**src/rtl/nco_seq_if.sv**
```systemverilog
// nco_seq_if: host/config and NCO-side signals of nco_wave_sequencer
//   master: host side (drives cfg_*, start, stop, req_valid, req_sel)
//   slave : sequencer side (drives req_ready, signal_out, nco_en, busy, seq_idx, done)
interface nco_seq_if #(
  parameter int SEL_W   = 3,
  parameter int DEPTH   = 8,
  parameter int DWELL_W = 16
);
  localparam int AW = $clog2(DEPTH);
  logic               cfg_we;
  logic [AW-1:0]      cfg_addr;
  logic [SEL_W-1:0]   cfg_sel;
  logic [DWELL_W-1:0] cfg_dwell;
  logic [AW:0]        cfg_len;
  logic               cfg_loop;
  logic               start;
  logic               stop;
  logic               req_valid;
  logic [SEL_W-1:0]   req_sel;
  logic               req_ready;
  logic [SEL_W-1:0]   signal_out;
  logic               nco_en;
  logic               busy;
  logic [AW-1:0]      seq_idx;
  logic               done;
  modport master (
    output cfg_we, cfg_addr, cfg_sel, cfg_dwell, cfg_len, cfg_loop, start, stop, req_valid, req_sel,
    input  req_ready, signal_out, nco_en, busy, seq_idx, done
  );
  modport slave (
    input  cfg_we, cfg_addr, cfg_sel, cfg_dwell, cfg_len, cfg_loop, start, stop, req_valid, req_sel,
    output req_ready, signal_out, nco_en, busy, seq_idx, done
  );
endinterface

```
**src/rtl/nco_wave_sequencer.sv**
```systemverilog
// nco_wave_sequencer: steps an NCO waveform select through a (select, dwell) table with a minimum hold per select
//   clk, resetn (async, active-low); bus: nco_seq_if.slave (table config, start/stop, override valid/ready, NCO outputs)
//   optional NCO_SEQ_PAUSE_EN: adds input pause, freezing the hold counter and override acceptance in RUN/OVR
module nco_wave_sequencer #(
  parameter int SEL_W    = 3,
  parameter int DEPTH    = 8,
  parameter int DWELL_W  = 16,
  parameter int MIN_HOLD = 32
) (
  input logic clk,
  input logic resetn,
`ifdef NCO_SEQ_PAUSE_EN
  input logic pause,
`endif
  nco_seq_if.slave bus
);
  localparam int AW = $clog2(DEPTH);
  localparam int LW = AW + 1;
  typedef enum logic [1:0] {IDLE, RUN, OVR} state_t;
  state_t state, state_d, ret, ret_d;
  logic [SEL_W-1:0]   tbl_sel [DEPTH];
  logic [DWELL_W-1:0] tbl_dw  [DEPTH];
  logic [DWELL_W-1:0] cnt, cnt_d;
  logic [SEL_W-1:0]   sig, sig_d;
  logic [AW-1:0]      idx, idx_d, nxt, nxt_d, adv;
  logic [LW-1:0]      len, len_d, inc;
  logic en, en_d, dn, dn_d, sp, sp_d, lp, lp_d, fin, fin_d;
  logic hold, zero, rdy, acc, last;
  function automatic logic [DWELL_W-1:0] eff(input logic [DWELL_W-1:0] d);
    return d < DWELL_W'(MIN_HOLD) ? DWELL_W'(MIN_HOLD) : d;
  endfunction
`ifdef NCO_SEQ_PAUSE_EN
  assign hold = pause & (state != IDLE);
`else
  assign hold = 1'b0;
`endif
  assign zero = cnt == '0;
  assign inc  = LW'(idx) + LW'(1);
  assign last = inc == len;
  assign adv  = last ? '0 : inc[AW-1:0];
  // a stop arriving on the cnt==0 cycle wins, so the request is not offered then
  assign rdy  = resetn & ~hold & (state == IDLE ? ~bus.start : state == RUN ? zero & ~sp & ~bus.stop : 1'b0);
  assign acc  = bus.req_valid & rdy;
  assign bus.req_ready  = rdy;
  assign bus.signal_out = sig;
  assign bus.nco_en     = en;
  assign bus.busy       = state != IDLE;
  assign bus.seq_idx    = idx;
  assign bus.done       = dn;
  always_comb begin
    state_d = state;
    ret_d   = ret;
    cnt_d   = (state == IDLE || hold) ? cnt : cnt - DWELL_W'(1);
    sig_d   = sig;
    en_d    = en;
    dn_d    = 1'b0;
    sp_d    = sp;
    lp_d    = lp;
    len_d   = len;
    idx_d   = idx;
    nxt_d   = nxt;
    fin_d   = fin;
    case (state)
      IDLE: begin
        if (bus.start && bus.cfg_len != '0) begin
          state_d = RUN;
          idx_d   = '0;
          sig_d   = tbl_sel[0];
          cnt_d   = eff(tbl_dw[0]) - DWELL_W'(1);
          en_d    = 1'b1;
          len_d   = bus.cfg_len > LW'(DEPTH) ? LW'(DEPTH) : bus.cfg_len;
          lp_d    = bus.cfg_loop;
          sp_d    = 1'b0;
        end else if (acc) begin
          state_d = OVR;
          sig_d   = bus.req_sel;
          cnt_d   = DWELL_W'(MIN_HOLD - 1);
          ret_d   = IDLE;
        end
      end
      RUN: begin
        sp_d = sp | bus.stop;
        if (zero && !hold) begin
          if (sp || bus.stop) begin
            state_d = IDLE;
            en_d    = 1'b0;
            dn_d    = 1'b1;
            sp_d    = 1'b0;
          end else if (acc) begin
            // remember where to resume, and whether the sequence had already run out
            state_d = OVR;
            sig_d   = bus.req_sel;
            cnt_d   = DWELL_W'(MIN_HOLD - 1);
            ret_d   = RUN;
            nxt_d   = adv;
            fin_d   = last & ~lp;
          end else if (last && !lp) begin
            state_d = IDLE;
            en_d    = 1'b0;
            dn_d    = 1'b1;
          end else begin
            idx_d = adv;
            sig_d = tbl_sel[adv];
            cnt_d = eff(tbl_dw[adv]) - DWELL_W'(1);
          end
        end
      end
      default: begin
        if (ret == RUN) sp_d = sp | bus.stop;
        if (zero && !hold) begin
          if (ret == IDLE) begin
            state_d = IDLE;
          end else if (sp || bus.stop || fin) begin
            state_d = IDLE;
            en_d    = 1'b0;
            dn_d    = 1'b1;
            sp_d    = 1'b0;
          end else begin
            state_d = RUN;
            idx_d   = nxt;
            sig_d   = tbl_sel[nxt];
            cnt_d   = eff(tbl_dw[nxt]) - DWELL_W'(1);
          end
        end
      end
    endcase
  end
  always_ff @(posedge clk or negedge resetn) begin
    if (!resetn) begin
      state <= IDLE;
      ret   <= IDLE;
      cnt   <= '0;
      sig   <= '0;
      en    <= 1'b0;
      dn    <= 1'b0;
      sp    <= 1'b0;
      lp    <= 1'b0;
      len   <= '0;
      idx   <= '0;
      nxt   <= '0;
      fin   <= 1'b0;
    end else begin
      state <= state_d;
      ret   <= ret_d;
      cnt   <= cnt_d;
      sig   <= sig_d;
      en    <= en_d;
      dn    <= dn_d;
      sp    <= sp_d;
      lp    <= lp_d;
      len   <= len_d;
      idx   <= idx_d;
      nxt   <= nxt_d;
      fin   <= fin_d;
    end
  end
  always_ff @(posedge clk or negedge resetn) begin
    if (!resetn) begin
      for (int i = 0; i < DEPTH; i++) begin
        tbl_sel[i] <= '0;
        tbl_dw[i]  <= '0;
      end
    end else if (bus.cfg_we && state == IDLE) begin
      tbl_sel[bus.cfg_addr] <= bus.cfg_sel;
      tbl_dw[bus.cfg_addr]  <= bus.cfg_dwell;
    end
  end
endmodule
```
**src/flat_wrapper.sv**
```systemverilog
// flat-port wrapper written by rule: the top's interface ports become plain ports
module nco_wave_sequencer_flat 
#(
  parameter int SEL_W    = 3,
  parameter int DEPTH    = 8,
  parameter int DWELL_W  = 16,
  parameter int MIN_HOLD = 32
)
  (clk, resetn, bus_cfg_we, bus_cfg_addr, bus_cfg_sel, bus_cfg_dwell, bus_cfg_len, bus_cfg_loop, bus_start, bus_stop, bus_req_valid, bus_req_sel, bus_req_ready, bus_signal_out, bus_nco_en, bus_busy, bus_seq_idx, bus_done);
  nco_seq_if #(.SEL_W(SEL_W), .DEPTH(DEPTH), .DWELL_W(DWELL_W)) bus_i ();
  input logic clk;
  input logic resetn;
  input wire logic [$bits(bus_i.cfg_we)-1:0] bus_cfg_we;
  input wire logic [$bits(bus_i.cfg_addr)-1:0] bus_cfg_addr;
  input wire logic [$bits(bus_i.cfg_sel)-1:0] bus_cfg_sel;
  input wire logic [$bits(bus_i.cfg_dwell)-1:0] bus_cfg_dwell;
  input wire logic [$bits(bus_i.cfg_len)-1:0] bus_cfg_len;
  input wire logic [$bits(bus_i.cfg_loop)-1:0] bus_cfg_loop;
  input wire logic [$bits(bus_i.start)-1:0] bus_start;
  input wire logic [$bits(bus_i.stop)-1:0] bus_stop;
  input wire logic [$bits(bus_i.req_valid)-1:0] bus_req_valid;
  input wire logic [$bits(bus_i.req_sel)-1:0] bus_req_sel;
  output wire logic [$bits(bus_i.req_ready)-1:0] bus_req_ready;
  output wire logic [$bits(bus_i.signal_out)-1:0] bus_signal_out;
  output wire logic [$bits(bus_i.nco_en)-1:0] bus_nco_en;
  output wire logic [$bits(bus_i.busy)-1:0] bus_busy;
  output wire logic [$bits(bus_i.seq_idx)-1:0] bus_seq_idx;
  output wire logic [$bits(bus_i.done)-1:0] bus_done;
  assign bus_i.cfg_we = bus_cfg_we;
  assign bus_i.cfg_addr = bus_cfg_addr;
  assign bus_i.cfg_sel = bus_cfg_sel;
  assign bus_i.cfg_dwell = bus_cfg_dwell;
  assign bus_i.cfg_len = bus_cfg_len;
  assign bus_i.cfg_loop = bus_cfg_loop;
  assign bus_i.start = bus_start;
  assign bus_i.stop = bus_stop;
  assign bus_i.req_valid = bus_req_valid;
  assign bus_i.req_sel = bus_req_sel;
  assign bus_req_ready = bus_i.req_ready;
  assign bus_signal_out = bus_i.signal_out;
  assign bus_nco_en = bus_i.nco_en;
  assign bus_busy = bus_i.busy;
  assign bus_seq_idx = bus_i.seq_idx;
  assign bus_done = bus_i.done;
  nco_wave_sequencer #(.SEL_W(SEL_W), .DEPTH(DEPTH), .DWELL_W(DWELL_W), .MIN_HOLD(MIN_HOLD)) u_core (.clk(clk), .resetn(resetn), .bus(bus_i));
endmodule
```
**config.mk**
```make
export PLATFORM = sky130hd
export DESIGN_NAME = nco_wave_sequencer_flat
export DESIGN_NICKNAME = d
export VERILOG_FILES = /design/src/rtl/nco_seq_if.sv /design/src/rtl/nco_wave_sequencer.sv /design/src/flat_wrapper.sv
export SDC_FILE = /design/constraint.sdc
export NUM_CORES = 1
export LEC_CHECK = 0
export ABC_AREA = 1
export CAP_MARGIN = 0
export CORE_MARGIN = 2
export CORE_UTILIZATION = 35
export CTS_CLUSTER_DIAMETER = 60
export DETAILED_ROUTE_END_ITERATION = 7
export PLACE_DENSITY_LB_ADDON = 0.05
export SYNTH_ARGS = -nofsm -noshare
export SYNTH_HDL_FRONTEND = slang
export SYNTH_SLANG_ARGS = --single-unit
```
**constraint.sdc**
```tcl
create_clock -name clk -period 4.39 [get_ports clk]
set_clock_uncertainty 0.2 [all_clocks]
set_input_delay 0.6585 -clock clk [delete_from_list [all_inputs] [get_ports clk]]
set_output_delay 0.6585 -clock clk [all_outputs]
set_load 0.02 [all_outputs]
```
### Word-level counts from Yosys, hierarchy flattened

Cells that the tools add are included.

* word-level logic and storage cells: 191
* output and inout bits: 10
* flip-flop bits (word level): 190

* add/sub/neg operators: 5
* magnitude comparators: 8
* muxes and demuxes: 96
* reductions and logical operators: 22
* bitwise operators: 14
* eq/ne operators: 18

Operator list (count)
* $mux W16: 18
* $bwmux W128: 1
* $bmux W16 S3: 2
* $mux W3: 23
* $sub A16 B1 Y16 const B: 4
* $demux W16 S3: 1
* $lt A16 B6 Y1 const B: 3
* $pmux W16 S2: 1
* $mux W2: 13
* $mux W1: 25
* $bwmux W24: 1
* $bmux W3 S3: 2
* $logic_not A16 Y1: 1
* $reduce_and A7 Y1: 2
* $ge A4 B4 Y1 const B: 3
* $not A3 Y4: 3
* $pmux W3 S2: 2
* $demux W3 S3: 1
* $ne A3 B2 Y1 const B: 3
* $ne A2 B1 Y1 const B: 4
* $ne A2 B2 Y1 const B: 4
* $pmux W2 S2: 2
* $reduce_and A4 Y1: 2
* $reduce_and A8 Y1: 1
* 22 further kinds: 41

### Logic depth before layout (Yosys ltp)

* word-level depth: 15
* depth in mapped cells: 29

### Worst setup path after synthesis

No wires, ideal clock.

* path type: register -> register
* start: register u_core.idx[0], in the netlist u_core.bus.seq_idx[0]
* end: register u_core.cnt[12]
* data arrival time: 3035 ps
* slack: 1034 ps
* stages on the path, launching flop included: 28
* cell sequence: dfrtp_1 ha_1 inv_1 nand2_1 nand2_1 nand2_1 nor2_2 nand2_2 buf_12 nand2_8 buf_8 nand3_1 nand2_1 nand2_1 nand2_1 nand3_1 nor2_1 nand2_2 buf_6 nand2_1 ha_1 nand2_1 nor2_1 nand2_1 o21ai_1 nand3_1 nand3_1 nand2_1

* longest elaborated chain between the ends: 15
* elaborated cells between the ends (all ways): 16

RTL lines
* from (decl): RTL line nco_wave_sequencer.sv:25 `logic [AW-1:0] idx, idx_d, nxt, nxt_d, adv;`
* from (signal assigned): RTL line nco_wave_sequencer.sv:152 `idx <= idx_d;`
* $add A3 B1 Y4 (*): RTL line nco_wave_sequencer.sv:38 `assign inc = LW'(idx) + LW'(1);`
* $eq A4 B4 Y1: RTL line nco_wave_sequencer.sv:39 `assign last = inc == len;`
* $mux W3: RTL line nco_wave_sequencer.sv:40 `assign adv = last ? '0 : inc[AW-1:0];`
* $not A3 Y4 (implied by the code): RTL line nco_wave_sequencer.sv:104 `cnt_d = eff(tbl_dw[adv]) - DWELL_W'(1);`
* $bmux W16 S3: RTL line nco_wave_sequencer.sv:104
* $mux W16 (implied by the code) (2 in series): RTL line nco_wave_sequencer.sv:104
* $lt A16 B6 Y1: RTL line nco_wave_sequencer.sv:30 `return d < DWELL_W'(MIN_HOLD) ? DWELL_W'(MIN_HOLD) : d;`
* $mux W16: RTL line nco_wave_sequencer.sv:30
* $sub A16 B1 Y16: RTL line nco_wave_sequencer.sv:104
* $mux W16 (*): RTL line nco_wave_sequencer.sv:97 `end else if (last && !lp) begin`
* $mux W16 (*): RTL line nco_wave_sequencer.sv:89 `end else if (acc) begin`
* $mux W16 (*): RTL line nco_wave_sequencer.sv:84 `if (sp || bus.stop) begin`
* $mux W16 (*): RTL line nco_wave_sequencer.sv:83 `if (zero && !hold) begin`
* $pmux W16 S2 (*): RTL line nco_wave_sequencer.sv:63 `case (state)`
* named net u_core.cnt_d[12]: RTL line nco_wave_sequencer.sv:23 `logic [DWELL_W-1:0] cnt, cnt_d;`
* to (signal assigned): RTL line nco_wave_sequencer.sv:145 `cnt <= cnt_d;`
* to (decl): RTL line nco_wave_sequencer.sv:23

The timed path passes the listed nets; every way through them passes the cells marked *. The select of a mux whose other input is x is not followed.
A chain may end at the register's enable or synchronous reset.

### Worst setup path after layout

* start: register u_core.nxt[0]
* end: register u_core.cnt[13]

* longest elaborated chain between the ends: 11

RTL lines
* from (decl): RTL line nco_wave_sequencer.sv:25
* from (signal assigned): RTL line nco_wave_sequencer.sv:153 `nxt <= nxt_d;`
* $not A3 Y4 (implied by the code) (*): RTL line nco_wave_sequencer.sv:122 `cnt_d = eff(tbl_dw[nxt]) - DWELL_W'(1);`
* $bmux W16 S3 (*): RTL line nco_wave_sequencer.sv:122
* $mux W16 (implied by the code) (*) (2 in series): RTL line nco_wave_sequencer.sv:122
* $lt A16 B6 Y1: RTL line nco_wave_sequencer.sv:30
* $mux W16 (*): RTL line nco_wave_sequencer.sv:30
* $sub A16 B1 Y16 (*): RTL line nco_wave_sequencer.sv:122
* $mux W16 (*): RTL line nco_wave_sequencer.sv:113 `end else if (sp || bus.stop || fin) begin`
* $mux W16 (*): RTL line nco_wave_sequencer.sv:111 `if (ret == IDLE) begin`
* $mux W16 (*): RTL line nco_wave_sequencer.sv:110 `if (zero && !hold) begin`
* $pmux W16 S2 (*): RTL line nco_wave_sequencer.sv:63
* named net u_core.cnt_d[13]: RTL line nco_wave_sequencer.sv:23

Marked as above.

==> flow_metrics.py <==
metrics = {
    "layout": {
        "multi_input_area_sq_mm": 0.00645,
        "layout-drive-gt1-share_pct": 7.74,
        "n_antenna_cell": 0,
        "fill_cells": 3792,
        "seqCellArea_sq_mm": 0.00473,
        "area_growth_pct": 12.3,
        "utilization_pct": 39.8,
        "fin_cells": 2348,
        "fin_nets": 1917,
    },
    "clock_network": {
        "cts_tree": "done",
        "cts_root_buf": "clkbuf_16",
        "clkTransAtPathRegs_ns": 0.09,
        "clock_sinks": 189,
        "cts_buffers": 17,
        "clk_latency_ns": 0.47,
        "clockBufferDepth": 2,
        "h-tree-depth": 4,
    },
    "worst_setup_path": {
        "worst_r2r_path_depth": 20,
        "r2r_start": "u_core.nxt[0]",
        "worstReg2RegEnd": "u_core.cnt[13]",
        "cp_max_fo": 86,
        "arrival_ns": 4.16,
        "start_kind": "register",
        "cp.required_ns": 4.53,
        "endpoint_kind": "register",
        "crit_type": "register to register",
        "r2r_slack_ns": 0.38,
    },
    "drt": {
        "drtIter0Drc": 1302,
        "post_drt_wl_per_cell_um": 20.0,
        "via_per_inst": 5.35,
        "firstDrtPassIters": 5,
        "drcViolationCount": 0,
        "ant_nets": 0,
        "routed_wl_um": 46900,
        "num_vias": 12600,
    },
    "floorplan": {
        "die_h_um": 193,
        "core_area_sq_mm": 0.0354,
        "die_w_um": 193,
        "fp.dieArea_sq_mm": 0.0374,
        "rows": 69,
        "io_pins": 46,
        "initial_core_util_pct": 35.5,
    },
    "yosys": {
        "synth-seq-area-share_pct": 37.7,
        "async_flop_share_pct": 100,
        "syn_avg_cell_area_sq_um": 6.76,
        "synth_ff_type": "dfrtp_1",
        "synth_cell_type_count": 54,
        "yosys_warnings": 0,
        "ys_top_cells_by_count": "478 x nand2_1, 313 x o21ai_0, 208 x inv_1",
        "yosys-top-cells-area": "dfrtp_1 38%, nand2_1 14%, o21ai_0 12%",
        "synth_edf_count": 0,
        "synth_top_area_cell": "dfrtp_1",
        "yosysMostFrequentCell": "nand2_1",
        "syn_nets": 1899,
        "netlist_area_sq_mm": 0.0125,
        "synth_cells": 1857,
        "yosysTopAreaCellShare_pct": 37.7,
        "ys_ff_latch": 189,
    },
    "power": {
        "p_seq_share_pct": 45.6,
        "vdd_drop_max_mv": 0.282,
        "p_leak_nw": 6.51,
        "p_comb_share_pct": 15.0,
        "p_switching_mw": 1.28,
        "p_int_mw": 2.81,
        "clockPowerShare_pct": 39.4,
        "swShare_pct": 31.3,
        "power_density_mw_per_mm2": 290,
    },
    "timing": {
        "fin_crit_ns": 4.01,
        "hold_violations": 0,
        "tightest_slew_ns": 0.942,
        "fin_crit_sh_pct": 91.5,
        "slew-limit-headroom_pct": 37.2,
        "fin_setup_tns_ns": 0,
        "rsz0062_at_grt": "no",
        "setup_viol": 0,
        "hold_ws_ns": 0.286,
        "finalMaxSlewViolations": 0,
        "max_freq_mhz": 249,
    },
    "place": {
        "dp_hpwl_um": 32600,
        "gp_congestion": 0.914,
        "placedCellCount": 2316,
        "io_buffers": 45,
    },
    "global_route": {
        "overflow": 0,
        "grt_pass1_vias": 12100,
        "grt.total_usage_pct": 25.4,
        "antenna_found_initial": 0,
        "grt_pass1_wl_um": 73500,
        "grt_max_degree": 87,
    },
    "worst_hold_path": {
        "hold_path_class": "register to register",
        "min_to": "u_core.lp",
        "hold_depth": 2,
        "hold_start": "u_core.lp",
    },
    "status": {
        "status": "complete, no violations",
    },
    "run": {
        "drv_cap": 0,
    },
}
## per-layer routing
| metal | up-vias | global-route usage (%) | share of wire, % |
|---|---|---|---|
| li1 | 6136 | - | - |
| met1 | 5976 | 37.7 | 49 |
| met2 | 380 | 37.9 | 43 |
| met3 | 61 | 3.70 | 5.4 |
| met4 | 0 | 8.48 | 2.5 |
| met5 | - | 0 | 0 |
## logic make-up (layout without fill, tap and decap cells)
group	after synthesis	after routing	share of synthesized area, %
AND/OR/NAND/NOR	818	818	27.6
XOR/XNOR	12	12	0.837
adder cells (fa/ha/maj)	6	6	0.598
flip-flops	189	189	37.7
AO/OA/AOI/OAI	507	507	22.2
multiplexers	2	2	0.179
buffers and inverters	323	353	11.0
## power by group through the flow
stage,clock (mW),combinational (mW),sequential [mW]
after floorplan,0,0.388,1.87
after global placement,0,0.611,1.90
after detailed placement,0,0.607,1.90
after CTS,1.66,0.611,1.86
after global routing,1.73,0.693,1.87
final,1.61,0.613,1.86
## cell type report
type | count | share of cell area [%]
clock buffer | 18 | 3.05
clock inverter | 13 | 1.06
inverter | 220 | 5.93
multi-input combinational | 1345 | 45.8
sequential | 189 | 33.6
tap | 461 | 4.09
timing repair buffer | 102 | 6.46
## sequential cells by signal, indices dropped and copies added, names as in the netlist
signal / count
u_core.bus.done: 1
u_core.bus.nco_en: 1
u_core.bus.seq_idx: 3
u_core.bus.signal_out: 3
u_core.cnt: 16
u_core.fin: 1
u_core.len: 4
u_core.lp: 1
u_core.nxt: 3
u_core.ret: 1
u_core.sp: 1
u_core.state: 2
u_core.tbl_dw: 128
u_core.tbl_sel: 24
## cell usage in the layout (no fill, tap or decap), drive strengths merged, types with 3 or more instances in the layout
master | netlist | routed
clkbuf | 56 | 19
clkinv | 2 | 6
o2111ai | 13 | 13
or2 | 11 | 11
clkdlybuf4s50 | 0 | 44
a22oi | 5 | 5
nor3 | 12 | 12
nand2 | 491 | 491
a221oi | 6 | 6
o21ai | 328 | 328
buf | 47 | 56
o221ai | 3 | 3
o211ai | 28 | 28
xnor2 | 6 | 6
a21oi | 101 | 101
o31ai | 6 | 6
inv | 218 | 225
a211oi | 3 | 3
ha | 6 | 6
nor4 | 4 | 4
nand4 | 21 | 21
nand3 | 131 | 131
a31oi | 4 | 4
xor2 | 6 | 6
dfrtp | 189 | 189
nor2 | 146 | 146
a21boi | 3 | 3
## worst max-delay path, cell delays in order, from the launching register on
cell,delay [ns]
dfrtp_2,0.57
buf_12,0.35
a21oi_1,0.11
o21ai_0,0.10
nand2_1,0.09
nand2_1,0.07
o21ai_0,0.24
nor2_1,0.23
nand2_1,0.07
nor2_1,0.21
nand3_2,0.19
nand2_1,0.20
nand3_2,0.13
nor2_2,0.28
nand2_1,0.16
nor2_4,0.15
nand2_1,0.06
nand2_1,0.06
nand3_1,0.08
a22oi_1,0.20
nand2_1,0.09
## worst max-delay path by stage
stage,startpoint,endpoint,slack [ns],depth (start not counted)
floorplan,u_core.bus.seq_idx[0],u_core.cnt[12],1.03,27
global placement,u_core.nxt[0],u_core.cnt[13],0.37,22
detailed placement,u_core.nxt[0],u_core.cnt[13],0.35,22
CTS,u_core.nxt[0],u_core.cnt[13],0.32,22
global route,u_core.bus.seq_idx[0],u_core.cnt[12],0.01,27
finish,u_core.nxt[0],u_core.cnt[13],0.38,20
## per-stage QoR
stage / power [mW] / area [sq um] / setup slack [ns]
global route: 4.30 / 14100 / 0.0123
global placement: 2.51 / 13500 / 0.367
detailed placement: 2.50 / 13500 / 0.348
floorplan: 2.26 / 12500 / 1.03
finish: 4.09 / 14100 / 0.375
CTS: 4.13 / 14100 / 0.324
## repair_timing
| action | in CTS | in global routing |
|---|---|---|
| setup endpoints to repair | 0 | 5 |
| hold buffers | 1 | 0 |
| setup buffers | 0 | 0 |
| endpoints found under the hold margin | 15 | 0 |
| resized for setup | 0 | 2 |
Note: power is estimated with default switching activity, not from simulation.
